[config.mk]
export PLATFORM = sky130hd
export DESIGN_NAME = arp_ctrl_flat
export DESIGN_NICKNAME = d
export VERILOG_FILES = /design/src/rtl/arp_pkg.sv /design/src/rtl/arp_ctrl_if.sv /design/src/rtl/arp_cache.sv /design/src/rtl/arp_ctrl.sv /design/src/flat_wrapper.sv
export SDC_FILE = /design/constraint.sdc
export NUM_CORES = 1
export LEC_CHECK = 0
export ABC_AREA = 1
export CAP_MARGIN = 20
export CORE_MARGIN = 5
export CORE_UTILIZATION = 55
export DETAILED_ROUTE_END_ITERATION = 10
export PLACE_DENSITY = 0.83
export SYNTH_ARGS = -nofsm -noshare
export SYNTH_HDL_FRONTEND = slang
export SYNTH_SLANG_ARGS = --single-unit
[constraint.sdc]
create_clock -name gmii_clk -period 4.27 [get_ports gmii_clk]
set_input_delay 0.6405 -clock gmii_clk [delete_from_list [all_inputs] [get_ports gmii_clk]]
set_output_delay 0.6405 -clock gmii_clk [all_outputs]
set_load 0.03 [all_outputs]
[src/rtl/arp_pkg.sv]
// Shared FSM encoding, ARP opcodes and address constants for the ARP controller.
package arp_pkg;

  typedef enum logic [2:0] {
    IDLE,
    TX_REQ,
    WAIT_REQ_DONE,
    WAIT_REPLY,
    TX_RPL,
    WAIT_RPL_DONE
  } arp_state_t;

  typedef struct packed {
    logic [47:0] mac;
    logic [31:0] ip;
  } arp_peer_t;

  localparam logic        ARP_OP_REQ = 1'b0;
  localparam logic        ARP_OP_RPL = 1'b1;
  localparam logic [47:0] BCAST_MAC  = 48'hFFFF_FFFF_FFFF;

endpackage

[src/rtl/arp_ctrl_if.sv]
// ARP controller bus: receive-side results, transmit commands and resolve requests.
interface arp_ctrl_if;
  import arp_pkg::*;

  logic        arp_rx_done;
  logic        arp_rx_type;
  logic [47:0] src_mac;
  logic [31:0] src_ip;
  logic        tx_done;
  logic        req_start;
  logic [31:0] req_ip;
  logic        arp_tx_en;
  logic        arp_tx_type;
  logic [47:0] des_mac;
  logic [31:0] des_ip;
  logic        busy;
  logic        resolved;
  logic [47:0] resolved_mac;
  logic        timeout_err;

  modport master (
    output arp_rx_done, arp_rx_type, src_mac, src_ip, tx_done, req_start, req_ip,
    input  arp_tx_en, arp_tx_type, des_mac, des_ip, busy, resolved, resolved_mac, timeout_err
  );

  modport slave (
    input  arp_rx_done, arp_rx_type, src_mac, src_ip, tx_done, req_start, req_ip,
    output arp_tx_en, arp_tx_type, des_mac, des_ip, busy, resolved, resolved_mac, timeout_err
  );

endinterface

[src/rtl/arp_cache.sv]
// Single-entry IP->MAC cache; lookup is combinational, updates land on the next edge.
module arp_cache
  import arp_pkg::*;
(
  input  logic        gmii_clk,
  input  logic        sys_rst_n,
  input  logic        wr_vld,
  input  arp_peer_t   wr_peer,
  input  logic        rx_vld,
  input  arp_peer_t   rx_peer,
  input  logic [31:0] lookup_ip,
  output logic        hit,
  output logic [47:0] hit_mac
);

  logic      valid;
  arp_peer_t entry;

  always_ff @(posedge gmii_clk or negedge sys_rst_n) begin
    if (!sys_rst_n) begin
      valid <= 1'b0;
      entry <= '0;
    end else if (wr_vld) begin
      valid <= 1'b1;
      entry <= wr_peer;
    end else if (rx_vld && valid && (rx_peer.ip == entry.ip)) begin
      entry.mac <= rx_peer.mac;
    end
  end

  assign hit     = valid && (lookup_ip == entry.ip);
  assign hit_mac = entry.mac;

endmodule

[src/rtl/arp_ctrl.sv]
// ARP resolve/reply controller with retry timer; define ARP_CACHE_EN for a one-entry
// result cache that answers repeat lookups without transmitting.
module arp_ctrl
  import arp_pkg::*;
#(
  parameter int TIMEOUT_CYC = 125000,
  parameter int MAX_RETRY   = 3
) (
  input  logic       gmii_clk,
  input  logic       sys_rst_n,
  arp_ctrl_if.slave  arp
);

  localparam int            TW     = (TIMEOUT_CYC > 1) ? $clog2(TIMEOUT_CYC) : 1;
  localparam int            RW     = (MAX_RETRY > 0) ? $clog2(MAX_RETRY + 1) : 1;
  localparam logic [TW-1:0] T_LAST = TW'(TIMEOUT_CYC - 1);
  localparam logic [RW-1:0] R_LAST = RW'(MAX_RETRY);

  arp_state_t    state;
  logic [TW-1:0] timer;
  logic [RW-1:0] retry_cnt;
  logic [31:0]   req_ip_q;
  logic          pending_rpl;
  arp_peer_t     requester;
  logic          start_held;
  logic [31:0]   start_ip;
  logic          ret_flag;

  logic          rx_req;
  logic          rx_rpl_match;
  logic          idle_start;
  logic [31:0]   idle_ip;
  logic          cache_hit;
  logic [47:0]   cache_mac;

  assign rx_req       = arp.arp_rx_done && (arp.arp_rx_type == ARP_OP_REQ);
  assign rx_rpl_match = arp.arp_rx_done && (arp.arp_rx_type == ARP_OP_RPL) &&
                        (arp.src_ip == req_ip_q);
  // A start parked behind a reply is served before any fresh req_start.
  assign idle_start   = start_held || arp.req_start;
  assign idle_ip      = start_held ? start_ip : arp.req_ip;
  assign arp.busy     = (state != IDLE);

`ifdef ARP_CACHE_EN
  arp_cache u_cache (
    .gmii_clk  (gmii_clk),
    .sys_rst_n (sys_rst_n),
    .wr_vld    ((state == WAIT_REPLY) && rx_rpl_match),
    .wr_peer   ('{mac: arp.src_mac, ip: req_ip_q}),
    .rx_vld    (arp.arp_rx_done),
    .rx_peer   ('{mac: arp.src_mac, ip: arp.src_ip}),
    .lookup_ip (idle_ip),
    .hit       (cache_hit),
    .hit_mac   (cache_mac)
  );
`else
  assign cache_hit = 1'b0;
  assign cache_mac = '0;
`endif

  // Transmit outputs are loaded on entry to TX_REQ/TX_RPL so the pulse coincides with that state.
  always_ff @(posedge gmii_clk or negedge sys_rst_n) begin
    if (!sys_rst_n) begin
      state            <= IDLE;
      arp.arp_tx_en    <= 1'b0;
      arp.arp_tx_type  <= 1'b0;
      arp.des_mac      <= '0;
      arp.des_ip       <= '0;
      arp.resolved     <= 1'b0;
      arp.resolved_mac <= '0;
      arp.timeout_err  <= 1'b0;
      timer            <= '0;
      retry_cnt        <= '0;
      req_ip_q         <= '0;
      pending_rpl      <= 1'b0;
      requester        <= '0;
      start_held       <= 1'b0;
      start_ip         <= '0;
      ret_flag         <= 1'b0;
    end else begin
      arp.arp_tx_en   <= 1'b0;
      arp.resolved    <= 1'b0;
      arp.timeout_err <= 1'b0;

      case (state)
        IDLE: begin
          if (pending_rpl) begin
            state           <= TX_RPL;
            arp.arp_tx_en   <= 1'b1;
            arp.arp_tx_type <= ARP_OP_RPL;
            arp.des_mac     <= requester.mac;
            arp.des_ip      <= requester.ip;
            pending_rpl     <= 1'b0;
            if (arp.req_start && !start_held) begin
              start_held <= 1'b1;
              start_ip   <= arp.req_ip;
            end
          end else if (idle_start) begin
            start_held <= 1'b0;
            if (cache_hit) begin
              arp.resolved     <= 1'b1;
              arp.resolved_mac <= cache_mac;
            end else begin
              state           <= TX_REQ;
              arp.arp_tx_en   <= 1'b1;
              arp.arp_tx_type <= ARP_OP_REQ;
              arp.des_mac     <= BCAST_MAC;
              arp.des_ip      <= idle_ip;
              req_ip_q        <= idle_ip;
              retry_cnt       <= '0;
            end
          end
        end
        TX_REQ: state <= WAIT_REQ_DONE;
        WAIT_REQ_DONE: begin
          if (arp.tx_done) begin
            timer <= '0;
            state <= WAIT_REPLY;
          end
        end
        WAIT_REPLY: begin
          if (rx_rpl_match) begin
            arp.resolved     <= 1'b1;
            arp.resolved_mac <= arp.src_mac;
            state            <= IDLE;
          end else if (pending_rpl) begin
            ret_flag        <= 1'b1;
            state           <= TX_RPL;
            arp.arp_tx_en   <= 1'b1;
            arp.arp_tx_type <= ARP_OP_RPL;
            arp.des_mac     <= requester.mac;
            arp.des_ip      <= requester.ip;
            pending_rpl     <= 1'b0;
          end else if (timer == T_LAST) begin
            if (retry_cnt == R_LAST) begin
              arp.timeout_err <= 1'b1;
              state           <= IDLE;
            end else begin
              retry_cnt       <= retry_cnt + RW'(1);
              state           <= TX_REQ;
              arp.arp_tx_en   <= 1'b1;
              arp.arp_tx_type <= ARP_OP_REQ;
              arp.des_mac     <= BCAST_MAC;
              arp.des_ip      <= req_ip_q;
            end
          end else begin
            timer <= timer + TW'(1);
          end
        end
        TX_RPL: state <= WAIT_RPL_DONE;
        WAIT_RPL_DONE: begin
          if (arp.tx_done) begin
            ret_flag <= 1'b0;
            state    <= ret_flag ? WAIT_REPLY : IDLE;
          end
        end
        default: state <= IDLE;
      endcase

      // Requests are captured in every state; the newest requester wins.
      if (rx_req) begin
        pending_rpl <= 1'b1;
        requester   <= '{mac: arp.src_mac, ip: arp.src_ip};
      end
    end
  end

endmodule

[src/flat_wrapper.sv]
// flat-port wrapper written by rule: the top's interface ports become plain ports
module arp_ctrl_flat import arp_pkg::*;
#(
  parameter int TIMEOUT_CYC = 125000,
  parameter int MAX_RETRY   = 3
)
  (gmii_clk, sys_rst_n, arp_arp_rx_done, arp_arp_rx_type, arp_src_mac, arp_src_ip, arp_tx_done, arp_req_start, arp_req_ip, arp_arp_tx_en, arp_arp_tx_type, arp_des_mac, arp_des_ip, arp_busy, arp_resolved, arp_resolved_mac, arp_timeout_err);
  arp_ctrl_if arp_i ();
  input  logic gmii_clk;
  input  logic sys_rst_n;
  input wire logic [$bits(arp_i.arp_rx_done)-1:0] arp_arp_rx_done;
  input wire logic [$bits(arp_i.arp_rx_type)-1:0] arp_arp_rx_type;
  input wire logic [$bits(arp_i.src_mac)-1:0] arp_src_mac;
  input wire logic [$bits(arp_i.src_ip)-1:0] arp_src_ip;
  input wire logic [$bits(arp_i.tx_done)-1:0] arp_tx_done;
  input wire logic [$bits(arp_i.req_start)-1:0] arp_req_start;
  input wire logic [$bits(arp_i.req_ip)-1:0] arp_req_ip;
  output wire logic [$bits(arp_i.arp_tx_en)-1:0] arp_arp_tx_en;
  output wire logic [$bits(arp_i.arp_tx_type)-1:0] arp_arp_tx_type;
  output wire logic [$bits(arp_i.des_mac)-1:0] arp_des_mac;
  output wire logic [$bits(arp_i.des_ip)-1:0] arp_des_ip;
  output wire logic [$bits(arp_i.busy)-1:0] arp_busy;
  output wire logic [$bits(arp_i.resolved)-1:0] arp_resolved;
  output wire logic [$bits(arp_i.resolved_mac)-1:0] arp_resolved_mac;
  output wire logic [$bits(arp_i.timeout_err)-1:0] arp_timeout_err;
  assign arp_i.arp_rx_done = arp_arp_rx_done;
  assign arp_i.arp_rx_type = arp_arp_rx_type;
  assign arp_i.src_mac = arp_src_mac;
  assign arp_i.src_ip = arp_src_ip;
  assign arp_i.tx_done = arp_tx_done;
  assign arp_i.req_start = arp_req_start;
  assign arp_i.req_ip = arp_req_ip;
  assign arp_arp_tx_en = arp_i.arp_tx_en;
  assign arp_arp_tx_type = arp_i.arp_tx_type;
  assign arp_des_mac = arp_i.des_mac;
  assign arp_des_ip = arp_i.des_ip;
  assign arp_busy = arp_i.busy;
  assign arp_resolved = arp_i.resolved;
  assign arp_resolved_mac = arp_i.resolved_mac;
  assign arp_timeout_err = arp_i.timeout_err;
  arp_ctrl #(.TIMEOUT_CYC(TIMEOUT_CYC), .MAX_RETRY(MAX_RETRY)) u_core (.gmii_clk(gmii_clk), .sys_rst_n(sys_rst_n), .arp(arp_i));
endmodule
==> results.yml, run 1 <==
clock_tree:
  post_cts_buffers: 0
  cts_resized: 0
  clk_latency_ps: 550
  cts_hold_buffers: 0
  cts_made_buffers: 31
  cts.path.max_buffers: 3
  cts_sinks: 301
  cts-root-buf: "clkbuf_16"
  cts_tree: "built"
  cts.reportedPaths.clkPinSlew_ps: 60
  htree_levels: 1
floorplan:
  num_rows: 58
  fp.dieW_um: 168.5
  dieArea_um2: 28390
  ios: 251
  core_um2: 24960
  start_util: 0.5535
  fp.dieH_um: 168.5
synth:
  synth_nets: 1865
  synthDistinctLibCells: 32
  netlist_area_um2: 13820
  synth_top_area_share: 0.5451
  avgSynthCellArea_um2: 7.919
  synth_warnings: 0
  synthTopCellsByArea: "dfrtp_1 55%, nand2_1 17%, o21ai_0 12%, inv_1 4.7%, nand3_1 3.9%"
  synth.largest_area_cell: "dfrtp_1"
  synthCells: 1745
  synth-seq-cells: 301
  ys_seq_area_frac: 0.5451
layout:
  multi_input_area_um2: 5290
  nNetsFinal: 2068
  n_fill_cell: 1962
  final_common_cell: "nand2_1"
  area_growth_pct: 27.92
  final_cell_mix: "612 x nand2_1, 320 x o21ai_0, 301 x dfrtp_1"
  antennaDiodeCount: 0
  fin_area_um2: 17680
  regArea_um2: 7532
  instances_no_fill: 2300
  drive_gt1_frac: 0.04822
global_route:
  overflow: 0
  antenna_found_initial: 0
  grt_max_degree: 126
  grt_first_pass_wirelength_mm: 63.60
  track_usage: 0.2747
  grt_pass1_vias: 11870
timing:
  hold_ws_ps: 202.7
  max-slew-margin-rel: 0.3571
  fin_crit_ps: 3208
  worstMarginPinSlew_ps: 964.3
  slew_violations: 0
  setup_viol: 0
  finalSetupTns_ps: 0
  clock_skew_ps: 9.151
  rsz0062_at_grt: "no"
  max_freq_mhz: 311.7
  post-route-period-util: 0.7514
  hold_viol: 0
  finalWorstSetupSlack_ps: 1062
drt:
  ant_nets: 0
  drt_pass1_iterations: 6
  drt_wl_total_mm: 39.76
  vias_per_cell: 5.400
  drc_errors: 0
  vias: 12420
  wire_per_inst_um: 17.29
  first_iter_violations: 1310
critical_path:
  cp_max_fo: 82
  critPathKind: "reg -> reg"
  critPathCaptureType: "register"
  arrival_ps: 3680
  critPathRequiredTime_ps: 4740
  cp-start-kind: "register"
  r2r_cells: 7
placement:
  port_buffers: 250
  dp.cells: 2245
  dp_hpwl_mm: 27.71
  placed_area_um2: 16560
  pre_cts_ws_ps: 899.4
  gp_congestion: 0.9438
power_and_ir_drop:
  peakVddDrop_mv: 0.4829
  p_per_area_nw_per_um2: 688.4
  leakage_uw: 0.008530
outcome:
  status: "finished, final reports clean"
job:
  maxCapViolCount: 0
hold_path:
  hp-class: "in -> async"
registers in the layout, indices dropped and copies added (netlist names), 2 cells and up:
name / count
u_core.req_ip_q: 32
u_core.arp.resolved_mac: 48
u_core.state: 3
u_core.start_ip: 32
u_core.retry_cnt: 2
u_core.requester: 80
u_core.timer: 17
u_core.arp.des_ip: 32
u_core.arp.des_mac: 48
report_power, final:
group	total, µW	switching, µW	internal, µW
Clock	2920	1110	1810
Combinational	5050	3360	1690
Sequential	4190	502	3690
Total	12200	4970	7190
kinds of logic (layout without fill, tap and decap cells):
family | after synthesis | count (layout) | share of synthesized area
xor gates and xnor gates | 20 | 20 | 0.01268
muxes | 5 | 5 | 0.004074
buffers and inverters | 268 | 493 | 0.07479
adders and majority gates | 2 | 2 | 0.001811
AOI/OAI and AO/OA | 334 | 334 | 0.1215
DFF | 301 | 301 | 0.5451
and+or+nand+nor | 815 | 815 | 0.2400
routing by layer:
layer,part of all wire,GRT usage,routed length (µm)
met5,0,0,0
met4,0.027,0.06740,1060
met3,0.084,0.04437,3358
met2,0.46,0.4423,18220
met1,0.43,0.3956,17120
cell usage after synthesis:
master / n
dfrtp_1: 301
mux2_2: 5
xor2_1: 13
nand4_1: 12
o21ai_0: 320
or2_0: 1
ha_1: 2
nor3b_1: 2
nor3_1: 11
nor4_1: 1
clkbuf_1: 67
inv_1: 172
a21oi_1: 3
nand3b_1: 1
o21ai_1: 8
and3_1: 1
nand3_1: 107
nand2_1: 613
buf_4: 2
a31oi_1: 1
xnor2_1: 7
nor2_1: 51
nand3_4: 1
or2_2: 10
clkbuf_2: 1
a21boi_0: 1
o21ai_2: 1
nand2_4: 1
nand2_2: 1
nor3_2: 2
buf_2: 15
buf_1: 11
worst max-delay path: stages, from the launching register on:
cell and delay, ps:
dfrtp_1 320, buf_4 420, inv_1 320, nand3_1 250, nand3_4 480, nand2_4 840, o21ai_0 280, nand2_1 140
worst paths after layout:
path,from,slack [ps],end
max reg2reg,u_core.start_held,1060,u_core.arp.des_mac[47]
min reg2reg,u_core.requester[35],480,u_core.arp.des_mac[3]
max,u_core.start_held,1060,u_core.arp.des_mac[47]
min in group gmii_clk,u_core.requester[35],480,u_core.arp.des_mac[3]
min,sys_rst_n,200,u_core.arp.resolved_mac[30]
max in group asynchronous,sys_rst_n,3160,u_core.state[2]
per-stage QoR:
step | util | power (µW)
6_report | 0.7080 | 12170
5_1_grt | 0.7080 | 12940
4_1_cts | 0.7080 | 12200
3_5_place_dp | 0.6633 | 9226
3_3_place_gp | 0.6633 | 9031
2_1_floorplan | - | 7283
area by class of cell:
type	instances	share of cell area
clock buffers	45	0.05309
clock inverters	10	0.01012
inverters	172	0.03653
multi-input cells	1176	0.2993
flip-flops and latches	301	0.4261
well taps	330	0.02336
repair buffers	266	0.1515
No activity file was read; power rests on OpenSTA's default activity.
==> inputs of run 2 (changes only) <==
CORE_UTILIZATION = 53   (was 55)
PLACE_DENSITY = 0.81   (was 0.83)
clock period = 3.05 ns   (was 4.27 ns; I/O delays follow)
==> results.yml, run 2 (same netlist as run 1, synthesis figures left out) <==
clock_tree:
  cts_sinks: 301
  cts.path.max_buffers: 3
  clk_latency_ps: 550
  cts_made_buffers: 31
  cts_tree: "built"
  cts.reportedPaths.clkPinSlew_ps: 60
  post_cts_buffers: 0
  cts_resized: 0
  cts-root-buf: "clkbuf_16"
  htree_levels: 1
layout:
  largest_reg_flops: 80
  regArea_um2: 7532
  n_fill_cell: 2060
  drive_gt1_frac: 0.05109
  reg_top3: "u_core.requester: 80 flops, u_core.arp.des_mac: 48 flops, u_core.arp.resolved_mac: 48 flops"
  final_cell_mix: "612 x nand2_1, 320 x o21ai_0, 301 x dfrtp_1"
  final_common_cell: "nand2_1"
  nNetsFinal: 2074
  area_growth_pct: 28.57
  antennaDiodeCount: 0
  multi_input_area_um2: 5290
  regMostFlops: "u_core.requester"
timing:
  hold_ws_ps: 471.6
  setup_viol: 0
  rsz0062_at_grt: "no"
  finalSetupTns_ps: 0
  worstMarginPinSlew_ps: 706.5
  slew_violations: 0
  clock_skew_ps: 9.518
  hold_viol: 0
  max-slew-margin-rel: 0.5290
  fin_crit_ps: 2587
  post-route-period-util: 0.8482
  max_freq_mhz: 386.6
global_route:
  grt_first_pass_wirelength_mm: 61.95
  track_usage: 0.2595
  grt_max_degree: 98
  use_met3: 0.03425
  antenna_found_initial: 0
  grt_busiest_layer: "met2"
  grt_pass1_vias: 11660
  overflow: 0
  grt.met2_usage: 0.4169
  grtUsageMet1: 0.3847
drt:
  wire_per_inst_um: 16.64
  drc_errors: 0
  first_iter_violations: 1380
  drt_wl_total_mm: 38.47
  drt_pass1_iterations: 5
  vias: 12330
  vias_per_cell: 5.334
  ant_nets: 0
floorplan:
  num_rows: 59
  fp.dieW_um: 171.5
  start_util: 0.5348
  dieArea_um2: 29400
  fp.dieH_um: 171.5
  ios: 251
  core_um2: 25840
placement:
  dp_hpwl_mm: 27.01
  port_buffers: 250
  gp_congestion: 0.9324
power_and_ir_drop:
  peakVddDrop_mv: 0.6031
  p_per_area_nw_per_um2: 949.5
  leakage_uw: 0.008573
critical_path:
  crit_buf_inv: 1
  crit_family: "buffers and inverters"
  arrival_ps: 2130
  path_cells: "nor2_1, nand2_1, clkdlybuf4s50_1"
  critPathKind: "reg -> out"
  crit_slowest_cell: "clkdlybuf4s50_1"
  critPathCaptureType: "output port"
  cp_max_fo: 5
  critPathRequiredTime_ps: 2590
  cp-start-kind: "register"
  max_stage_delay_ps: 650
outcome:
  status: "finished, final reports clean"
job:
  maxCapViolCount: 0
hold_path:
  hp-class: "reg -> reg"
==> run 2: cell count changes in the layout (fill, tap and decap cells not counted), sizes merged <==
| cell | delta |
|---|---|
| buf | +5 |
| bufinv | -2 |
| clkinv | +1 |
| clkinvlp | +1 |
| dlygate4sd3 | +1 |
| inv | +1 |
==> run 2: metal layers <==
| metal | part of all wire | up-vias |
|---|---|---|
| met5 | 0 | - |
| met4 | 0.018 | 0 |
| met1 | 0.44 | 5858 |
| met3 | 0.075 | 50 |
| met2 | 0.47 | 474 |
| li1 | - | 5951 |
==> run 2: path summary, 6_finish.rpt <==
path,from,endpoint,slack (ps),cells after the start
setup / recovery,u_core.state[1],arp_busy,460,3
hold / removal,u_core.requester[41],u_core.arp.des_mac[9],470,2
setup reg to reg,u_core.req_ip_q[6],u_core.arp.des_mac[25],580,11
hold reg to reg,u_core.requester[41],u_core.arp.des_mac[9],470,2
max in group asynchronous,sys_rst_n,u_core.requester[9],1680,3
min in group asynchronous,sys_rst_n,u_core.arp.resolved_mac[24],510,2
==> run 2: area by class of cell <==
type | instances | share of cell area
timing repair buffer | 272 | 0.1576
inverter | 172 | 0.03634
sequential | 301 | 0.4240
multi-input combinational | 1176 | 0.2978
clock buffer | 45 | 0.05282
tap | 335 | 0.02359
clock inverter | 11 | 0.007888
==> run 2: tightest hold or removal path, stage by stage (launching register included) <==
cell,delay [ps]
dfrtp_1,340
o21ai_1,60
nand2_1,50
==> run 2: power breakdown <==
| group | internal, µW | total (µW) | switching (µW) |
|---|---|---|---|
| combinational | 2460 | 7110 | 4650 |
| sequential | 5170 | 5860 | 699 |
| clock | 2370 | 3900 | 1520 |
==> run 2: timing repair <==
action	in CTS	in global routing
endpoints found under the hold margin	81	0
endpoints found under the setup margin	0	0
hold buffers	1	0
==> run 2: through the flow <==
| stage | std cells | utilization | setup WS, ps | area (µm²) | total power [µW] |
|---|---|---|---|---|---|
| floorplan | 1745 | - | 1241 | 13820 | 10200 |
| global placement | 2255 | 0.6455 | 126.2 | 16680 | 12780 |
| detailed placement | 2255 | 0.6455 | 68.53 | 16680 | 12990 |
| CTS | 2312 | 0.6876 | 447.8 | 17770 | 16960 |
| global route | 2312 | 0.6876 | 354.1 | 17770 | 17980 |
| finish | 2312 | 0.6876 | 463.1 | 17770 | 16870 |
==> inputs of run 3 (changes only) <==
clock period = 2.4 ns   (was 3.05 ns; I/O delays follow)
==> results.yml, run 3 (same netlist as run 1, synthesis figures left out) <==
outcome:
  status: "finished, final reports clean"
timing:
  setup_viol: 0
  finalSetupTns_ps: 0
  post-route-period-util: 0.9299
  rsz0062_at_grt: "no"
  max-slew-margin-rel: 0.5911
  fin_crit_ps: 2232
  slew_violations: 0
  max_freq_mhz: 448.1
  clock_skew_ps: 7.767
  worstMarginPinSlew_ps: 606.9
  hold_viol: 0
power_and_ir_drop:
  leakage_uw: 0.008697
  peakVddDrop_mv: 0.9047
  p_per_area_nw_per_um2: 1213
drt:
  vias_per_cell: 5.395
  ant_nets: 0
  drt_pass1_iterations: 6
  first_iter_violations: 1537
  vias: 12600
  drc_errors: 0
  wire_per_inst_um: 17.10
  drt_wl_total_mm: 39.95
floorplan:
  ios: 251
  fp.dieH_um: 171.5
  num_rows: 59
  start_util: 0.5348
  dieArea_um2: 29400
  core_um2: 25840
  fp.dieW_um: 171.5
global_route:
  overflow: 0
  antenna_found_initial: 0
  grt_pass1_vias: 12040
  track_usage: 0.2675
  grt_max_degree: 98
  grt_first_pass_wirelength_mm: 63.89
critical_path:
  cp-start-kind: "register"
  arrival_ps: 1870
  cp_max_fo: 5
  crit_buf_inv: 1
  max_stage_delay_ps: 420
  critPathCaptureType: "output port"
  crit_family: "simple AND/OR/NAND/NOR gates"
  critPathRequiredTime_ps: 2040
  critPathKind: "reg -> out"
  path_depth: 3
  ff2ff_setup_slack_ps: 270
  crit_slowest_cell: "dfrtp_1"
  r2r_end: "u_core.arp.resolved_mac[16]"
  r2r-start: "u_core.req_ip_q[6]"
  path_cells: "nor2_1, nand2_1, dlygate4sd2_1"
  r2r_cells: 10
layout:
  final_common_cell: "nand2_1"
  n_fill_cell: 2054
  instances_no_fill: 2336
  regArea_um2: 7532
  largest_reg_flops: 80
  antennaDiodeCount: 0
  multi_input_area_um2: 5290
  area_growth_pct: 30.56
  drive_gt1_frac: 0.06097
  regMostFlops: "u_core.requester"
  nNetsFinal: 2098
  final_cell_mix: "612 x nand2_1, 320 x o21ai_0, 301 x dfrtp_1"
  reg_top3: "u_core.requester: 80 flops, u_core.arp.des_mac: 48 flops, u_core.arp.resolved_mac: 48 flops"
clock_tree:
  post_cts_buffers: 0
  cts_made_buffers: 31
  cts-root-buf: "clkbuf_16"
  cts_sinks: 301
  cts_tree: "built"
  cts.reportedPaths.clkPinSlew_ps: 60
  htree_levels: 1
  clk_latency_ps: 550
  cts.path.max_buffers: 3
placement:
  dp.cells: 2279
  port_buffers: 250
  dp_hpwl_mm: 28.11
  gp_congestion: 1.012
hold_path:
  hp-class: "in -> async"
job:
  maxCapViolCount: 0
[run 3: cell count changes in the layout (fill, tap and decap cells not counted), sizes merged, moves of 3 or more]
cell / before / now
buf: 22 / 46
clkbuf: 45 / 48
clkinv: 6 / 1
clkinvlp: 1 / 4
[run 3: cell type report]
type	instances	share of cell area
inverter	172	0.03579
multi-input combinational	1176	0.2932
sequential	301	0.4175
timing repair buffer	296	0.1707
tap	335	0.02323
clock inverter	8	0.006935
clock buffer	48	0.05264
[run 3: timing repair]
action,CTS,global route
endpoints found under the setup margin,1,0
gates resized for setup,1,0
hold endpoints to repair,65,0
hold buffers,1,0
[run 3: per-stage QoR]
stage	power, µW	util	hold slack, ps	area (µm²)	setup WS, ps
floorplan	12960	-	64.41	13820	590.8
global placement	16530	0.6563	368.4	16960	-89.11
detailed placement	16810	0.6563	367.5	16960	-82.39
CTS	21880	0.6983	372.9	18040	160.7
global route	23220	0.6983	398.2	18040	60.86
finish	21880	0.6983	373.1	18040	168.2
[run 3: power by group]
| part | switching, µW | internal, µW | total, µW |
|---|---|---|---|
| clock | 1970 | 3020 | 4990 |
| combinational | 6030 | 3360 | 9390 |
| sequential | 927 | 6560 | 7490 |
| total | 8930 | 12900 | 21900 |
[run 3: layer usage]
layer,track usage,vias up,part of all wire
met2,0.4284,527,0.46
met3,0.03930,66,0.087
met5,0,-,0
met1,0.3951,6019,0.43
li1,-,5990,-
met4,0.05236,0,0.018
[run 3: how the worst max path moves through the flow]
stage	from	slack [ps]	endpoint
global route	u_core.state[1]	60	arp_busy
detailed placement	arp_src_ip[6]	-80	u_core.arp.des_mac[29]
global placement	arp_src_ip[6]	-90	u_core.arp.des_mac[29]
finish	u_core.state[1]	170	arp_busy
floorplan	u_core.state[1]	590	u_core.req_ip_q[20]
CTS	u_core.state[1]	160	arp_busy
